==> src/rtl/addr_signed_serial_ft.sv <==
// +----------------------------------------------------------------------------+
// | addr_signed_serial_ft: digit-serial signed adder with mod-3 residue check. |
// | Rev 1.0                                                                     |
// +----------------------------------------------------------------------------+
`default_nettype none

module addr_signed_serial_ft #(
    parameter int WIDTH     = 8,
    parameter int DIGIT     = 2,
    parameter int MAX_RETRY = 1
) (
    input  logic             clk,
    input  logic             rst_n,
    input  logic             in_valid,
    output logic             in_ready,
    input  logic [WIDTH-1:0] a,
    input  logic [WIDTH-1:0] b,
    input  logic             fault_inj,
    output logic             out_valid,
    input  logic             out_ready,
    output logic [WIDTH:0]   sum,
    output logic             retried,
    output logic             err
);

    localparam int N  = WIDTH / DIGIT;
    localparam int CW = (N > 1) ? $clog2(N) : 1;
    localparam logic [CW-1:0]          LAST_DIGIT = CW'(N - 1);
    localparam logic [2:0]             MAX_R      = 3'(MAX_RETRY);
    localparam logic signed [WIDTH+1:0] THREE     = {{WIDTH{1'b0}}, 2'b11};

    typedef enum logic [1:0] {
        IDLE    = 2'd0,
        COMPUTE = 2'd1,
        CHECK   = 2'd2,
        DONE    = 2'd3
    } state_t;

    state_t           state;
    logic [WIDTH-1:0] a_r;
    logic [WIDTH-1:0] b_r;
    logic             carry;
    logic [CW-1:0]    dcnt;
    logic [2:0]       rcnt;

    logic [DIGIT-1:0] a_dig;
    logic [DIGIT-1:0] b_dig;
    logic [DIGIT:0]   dsum;
    logic             carry_next;
    logic [WIDTH:0]   sum_next;

    always_comb begin
        a_dig = '0;
        b_dig = '0;
        for (int k = 0; k < N; k++) begin
            if (int'(dcnt) == k) begin
                a_dig = a_r[k*DIGIT +: DIGIT];
                b_dig = b_r[k*DIGIT +: DIGIT];
            end
        end
        dsum       = {1'b0, a_dig} + {1'b0, b_dig} + {{DIGIT{1'b0}}, carry};
        carry_next = dsum[DIGIT] ^ fault_inj;
        sum_next   = sum;
        for (int k = 0; k < N; k++) begin
            if (int'(dcnt) == k) begin
                sum_next[k*DIGIT +: DIGIT] = dsum[DIGIT-1:0];
            end
        end
        // Sign-extending both operands by one bit means the top bit can never overflow.
        if (dcnt == LAST_DIGIT) begin
            sum_next[WIDTH] = a_r[WIDTH-1] ^ b_r[WIDTH-1] ^ carry_next;
        end
    end

    function automatic logic [1:0] mod3(input logic signed [WIDTH+1:0] x);
        logic signed [WIDTH+1:0] m;
        m = x % THREE;
        if (m[WIDTH+1]) begin
            m = m + THREE;
        end
        return m[1:0];
    endfunction

    logic [1:0] ra;
    logic [1:0] rb;
    logic [2:0] rsum;
    logic [1:0] r_res;
    logic [1:0] s_res;
    logic       residue_ok;

    always_comb begin
        ra         = mod3({{2{a_r[WIDTH-1]}}, a_r});
        rb         = mod3({{2{b_r[WIDTH-1]}}, b_r});
        rsum       = {1'b0, ra} + {1'b0, rb};
        r_res      = (rsum >= 3'd3) ? 2'(rsum - 3'd3) : rsum[1:0];
        s_res      = mod3({sum[WIDTH], sum});
        residue_ok = (r_res == s_res);
    end

    always_ff @(posedge clk or negedge rst_n) begin
        if (!rst_n) begin
            state     <= IDLE;
            in_ready  <= 1'b1;
            out_valid <= 1'b0;
            sum       <= '0;
            err       <= 1'b0;
            retried   <= 1'b0;
            carry     <= 1'b0;
            dcnt      <= '0;
            rcnt      <= '0;
            a_r       <= '0;
            b_r       <= '0;
        end else begin
            case (state)
                IDLE: begin
                    if (in_valid) begin
                        a_r      <= a;
                        b_r      <= b;
                        carry    <= 1'b0;
                        dcnt     <= '0;
                        rcnt     <= '0;
                        retried  <= 1'b0;
                        err      <= 1'b0;
                        in_ready <= 1'b0;
                        state    <= COMPUTE;
                    end
                end
                COMPUTE: begin
                    sum   <= sum_next;
                    carry <= carry_next;
                    if (dcnt == LAST_DIGIT) begin
                        dcnt  <= '0;
                        state <= CHECK;
                    end else begin
                        dcnt <= dcnt + 1'b1;
                    end
                end
                CHECK: begin
                    if (residue_ok) begin
                        err       <= 1'b0;
                        out_valid <= 1'b1;
                        state     <= DONE;
                    end else if (rcnt < MAX_R) begin
                        // Operands are still held in a_r/b_r, so just rerun the digits.
                        rcnt    <= rcnt + 3'd1;
                        retried <= 1'b1;
                        carry   <= 1'b0;
                        dcnt    <= '0;
                        state   <= COMPUTE;
                    end else begin
                        err       <= 1'b1;
                        out_valid <= 1'b1;
                        state     <= DONE;
                    end
                end
                DONE: begin
                    if (out_ready) begin
                        out_valid <= 1'b0;
                        in_ready  <= 1'b1;
                        state     <= IDLE;
                    end
                end
                default: begin
                    state <= IDLE;
                end
            endcase
        end
    end

endmodule

`default_nettype wire

==> config.mk <==
export PLATFORM = sky130hd
export DESIGN_NAME = addr_signed_serial_ft
export DESIGN_NICKNAME = d
export VERILOG_FILES = /design/src/rtl/addr_signed_serial_ft.sv
export SDC_FILE = /design/constraint.sdc
export NUM_CORES = 1
export LEC_CHECK = 0
export ABC_AREA = 1
export BUFFER_PORTS_ARGS = -buffer_cell sky130_fd_sc_hd__clkbuf_2
export CAP_MARGIN = 10
export CORE_UTILIZATION = 40
export CTS_CLUSTER_SIZE = 16
export DETAILED_ROUTE_END_ITERATION = 8
export PLACE_DENSITY_LB_ADDON = 0.3
export SLEW_MARGIN = 10
export SYNTH_ARGS = -nofsm -noshare
export SYNTH_HDL_FRONTEND = slang
export SYNTH_SLANG_ARGS = --single-unit
==> constraint.sdc <==
create_clock -name clk -period 7.7 [get_ports clk]
set_clock_uncertainty 0.2 [all_clocks]
set_input_delay 0.77 -clock clk [delete_from_list [all_inputs] [get_ports clk]]
set_output_delay 0.77 -clock clk [all_outputs]
set_load 0.02 [all_outputs]
# Yosys cells after proc, flatten, opt, wreduce, memory -nomap -nowiden
# Index checks and enable logic that the tools add are counted.
[totals] regBits=37 latchBits=0 mem_bits_rw=0 rom_bits=0 input_bits=21 out_inout_bits=13 elab_cells=106 memories=0
[classes] addsub=9 n_mul=0 n_div=3 order_cmp=2 eq_ne=14 shift=0 muxes=42 n_bitwise=3 reduce_logical=18
[ops] operator="$mux W2" count=21
[ops] operator="$mod A10 B3 Y10 const B" count=3
[ops] operator="$reduce_and A2 Y1" count=6
[ops] operator="$reduce_and A3 Y1" count=4
[ops] operator="$eq A2 B2 Y1 const B" count=5
[ops] operator="$mux W1" count=10
[ops] operator="$ne A2 B2 Y1 const B" count=5
[ops] operator="$mux W3" count=3
[ops] operator="$add A2 B1 Y2 const B" count=4
[ops] operator="$pmux W1 S2" count=4
[ops] operator="$pmux W2 S4" count=1
[ops] operator="$reduce_and A4 Y1" count=2
[ops] operator="$add A2 B2 Y3" count=2
[ops] operator="$pmux W2 S3" count=1
[ops] operator="$pmux W3 S2" count=1
[ops] operator="$reduce_bool A2 Y1" count=3
[ops] operator="$eq A2 B1 Y1 const B" count=2
[ops] operator="$logic_not A2 Y1" count=2
[ops] operator="$add A3 B1 Y3" count=1
[ops] operator="$add A3 B1 Y3 const B" count=1
[ops] operator="$ge A3 B2 Y1 const B" count=1
[ops] operator="$lt A3 B1 Y1 const B" count=1
[ops] operator="$ne A3 B3 Y1 const B" count=1
[ops] operator="$pmux W1 S3" count=1
[ops] operator="4 further kinds" count=6

# Logic depth before layout (Yosys ltp)
[depth] depth_word=9 depth_mapped=50

# Least setup slack after synthesis
# Ideal clock, no wire load.
[synth_path] kind="register to register" startpoint="reg b_r[0]" endpoint="reg rcnt[1]" setup_time_ns=0.118 arrival_time_ns=5.753 path_slack_ns=1.630 path_stages_with_launch=45 n_path_buf=0 period_less_slack_ns=6.070 path_cell_list="dfrtp_1 -> inv_1 -> ha_1 -> a21oi_2 -> nor2_1 -> xor2_1 -> inv_2 -> nor2_2 -> nand2_1 -> o21ai_2 -> xor2_1 -> o21ai_1 -> mux2_2 -> nand2_1 -> nand2_1 -> nand2_1 -> inv_2 -> ha_1 -> [... 9 more ...] -> nor2_1 -> nand4_1 -> nand3b_1 -> nand2_1 -> xnor2_1 -> ha_1 -> fa_1 -> ha_1 -> a211o_1 -> mux2i_1 -> xnor2_1 -> inv_1 -> nand3_1 -> nand2_2 -> nand2_2 -> nand3_2 -> nand3_1 -> nand2_1"
[synth_via] elab_chain_len=9 elab_cells_between_ends=10 classes_between="add/sub (3); div (1); order compare (1); eq/ne (2); mux (2); reduce/logical (1)"
[synth_rtl] element="start, declared" line_no="41" rtl="logic [WIDTH-1:0] b_r;"
[synth_rtl] element="start signal, assigned" line_no="112" rtl="b_r <= '0;"
[synth_rtl] element="start signal, assigned" line_no="118" rtl="b_r <= b;"
[synth_rtl] element="$mod A10 B3 Y10 (*)" line_no="77" rtl="m = x % THREE;"
[synth_rtl] element="$add A2 B1 Y2" line_no="79" rtl="m = m + THREE;"
[synth_rtl] element="$mux W2 (*)" line_no="78" rtl="if (m[WIDTH+1]) begin"
[synth_rtl] element="$add A2 B2 Y3 (*)" line_no="94" rtl="rsum = {1'b0, ra} + {1'b0, rb};"
[synth_rtl] element="$ge A3 B2 Y1 / $sub A2 B2 Y2 (equally long branches)" line_no="95" rtl="r_res = (rsum >= 3'd3) ? 2'(rsum - 3'd3) : rsum[1:0];"
[synth_rtl] element="$mux W2 (*)" line_no="95"
[synth_rtl] element="$eq A2 B2 Y1 (*)" line_no="97" rtl="residue_ok = (r_res == s_res);"
[synth_rtl] element="$ne A2 B2 Y1 (no line) (*)"
[synth_rtl] element="$reduce_and A4 Y1 (no line) (*)"
[synth_rtl] element="end signal, assigned" line_no="145" rtl="rcnt <= rcnt + 3'd1;"
[synth_rtl] element="end, declared" line_no="44" rtl="logic [2:0] rcnt;"
# Every way passes the cells marked *; elsewhere a longest branch is shown, timed or not.
# A chain may end at the register's enable or synchronous reset.

# Worst setup path after layout
# Ends and elaborated chain as after synthesis.

==> impl_results.md <==
* Mapped Avg Cell Area at 6.605 µm²
* FF+latch count, synth at 37
* Synthesized net count at 643
* Commonest non-fill, non-tap cell in the layout: nand2_1
* CTS tree: yes
* Largest net degree at the start of global routing at 38
* Worst-margin pin slew at 0.9567 ns
* Max Cap Viol at 0
* Yosys warns at 0
* CP arrival at 6.75 ns
* Final HPWL DP at 7.009 mm
* Commonest non-fill, non-tap cells in the layout: nand2_1 (174), inv_1 (83), nand3_1 (49), dfrtp_1 (36), o21ai_0 (35)
* Hold Path Depth at 2
* Mux contribution to synthesized area at 0.7867%
* First-pass DRT Iterations at 4
* R2r endpoint: rcnt[1]
* Global-route wire length before repair at 15.11 mm
* Simple-Gate Fraction of Synth Area at 40.75%
* Hold WC Path Type: reg2reg
* Area of the core at 9684 µm²
* Fraction of registers with async set/reset at 100.0%
* Die Span X at 101.7 µm
* # DRC at 0
* Hold Crit Start: in_ready
* CP max FO at 5
* # setup viols final at 0
* Ratio of final minimum period to clock period at 87.80%
* Compound-Gate Fraction of Synth Area at 11.08%
* Outcome: completed
* Area Growth Syn to Fin at 9.975%
* Post-CTS Setup Repair Bufs at 0
* Final Worst Setup Slack at 0.9398 ns
* Final ANT Viol Nets at 0
* Number of global-route vias before repair at 3635
* Clk_lat worst skew at 0.29 ns
* Share of layout cells above drive strength 1 at 20.69%
* Final TNS setup at 0 ns
* R2r setup slk at 0.94 ns
* CP Launch Type: register
* CTS Sinks at 37
* Slowest CP cell: fa_1
* Synth Area in Adders at 6.860%
* Die ar. at 10340 µm²
* H-tree depth at 2
* XOR/XNOR share of the synthesized area at 6.576%
* Vias per cell at 4.846
* R2R Path Start: b_r[0]
* Synth Instances at 602
* Critical path data required time at 7.69 ns
* Worst stage delay on the critical path at 0.49 ns
* Clock transition at path regs at 0.08 ns
* Post-layout util at 45.16%
* Min Tclk post-route at 6.760 ns
* Fin. Hold Viols at 0
* FF-to-FF path depth at 44
* Critical path class: reg2reg
* Worst Setup End Kind: register
* Seq/Total Area, Yosys at 23.32%
* Gr ovfl total at 0
* Post-Synthesis Cell Area at 3976 µm²
* Post-Route WL at 8.578 mm
* Post-synth EDFFs at 0
* Clk root buf: clkbuf_8
* Total GRT Usage at 18.00%
* Bufs on Longest Clock Path at 2
* Initial cell density of the core at 41.06%
* Most used DFF post-synth: dfrtp_1
* Iteration-0 DRC Markers at 86
* Vias at 3736
* # nets final at 678
* Row count at 36
* TritonCTS Buffers at 5
* Fmax at 147.9 MHz
* Avg WL per Cell at 11.13 µm
* CTS Hold Bufs at 0
* DP Worst Slack at 0.9944 ns
* Max-Slew Margin vs Limit at 36.22%
* I/O Buffers at 33
* Num ports at 34
* Routability congestion estimate at 0.8513
* Post-CTS sizing at 0
* Hold endpoint: in_ready
* Distinct cell type count after synthesis at 44
* Crit. Startpoint: b_r[0]
* Ant. Diodes at 0
* CP most frequent cell: nand2_1
* RSZ-0062 raised after global routing: no
* Die span in y at 101.7 µm
* Final Slew Violations at 0
* Initial antenna violation count at 0
* Worst hold margin at 0.2652 ns
* Largest family of logic cells by synthesized area: simple AND/OR/NAND/NOR gates
==> through the flow <==
step / instance area (µm²) / instances
finish: 4373 / 771
global route: 4373 / 771
CTS: 4373 / 771
detailed placement: 4287 / 763
global placement: 4287 / 763
floorplan: 3976 / 602
==> state kept, by name (all words and copies together), names as in the netlist, 2 cells and up <==
name / flops
a_r: 8
b_r: 8
dcnt: 2
rcnt: 3
state: 2
sum: 9
==> critical path, delay by kind of cell (launching register included) <==
family	cells	cell delay, ns
adder cells (fa/ha/maj)	6	1.54
XOR/XNOR	5	0.95
buffers and inverters	7	0.61
AND/OR/NAND/NOR	20	1.78
multiplexers	2	0.48
flip-flops	1	0.42
AO/OA/AOI/OAI	4	0.66
==> routing by layer <==
layer,share of wire (%),GRT usage (%)
met1,47,21.84
met2,49,34.04
met3,3.1,2.553
met4,0.52,2.676
met5,0,0
==> worst max-delay path by stage <==
stage / depth (start not counted) / to / slack [ns]
6_report: 44 / rcnt[1] / 0.94
2_1_floorplan: 44 / rcnt[1] / 1.63
4_1_cts: 44 / rcnt[1] / 0.96
5_1_grt: 45 / rcnt[1] / 0.27
3_3_place_gp: 41 / rcnt[1] / 1.20
3_5_place_dp: 44 / rcnt[1] / 0.99
==> cell type report <==
cell class | instances | area (µm²)
inverters | 103 | 391.6
clock buffers | 5 | 68.82
multi-input cells | 456 | 2629
clock inverters | 3 | 17.52
fillers | 989 | 5311
repair buffers | 34 | 172.7
flip-flops and latches | 37 | 927.1
well taps | 133 | 166.4
==> Yosys cell counts, drive strengths merged (10+ instances only) <==
cell | instances | area (µm²)
xor2 | 26 | 235.2
nand3 | 58 | 335.3
a21oi | 12 | 75.07
ha | 17 | 212.7
dfrtp | 36 | 900.9
nor2 | 42 | 217.7
inv | 102 | 387.9
nand4 | 10 | 77.57
o21ai | 47 | 250.2
nand2 | 204 | 880.9
==> cell families (layout without fill, tap and decap cells) <==
| group | count (synthesis) | count (layout) |
|---|---|---|
| flops | 37 | 37 |
| fa+ha+maj | 20 | 20 |
| simple gates | 330 | 330 |
| xor+xnor | 29 | 29 |
| mux | 3 | 3 |
| buf+inv | 109 | 145 |
| compound gates | 74 | 74 |
Power is not shown: default switching activity piles up to over one toggle a cycle in this logic, so the estimate is an artifact.
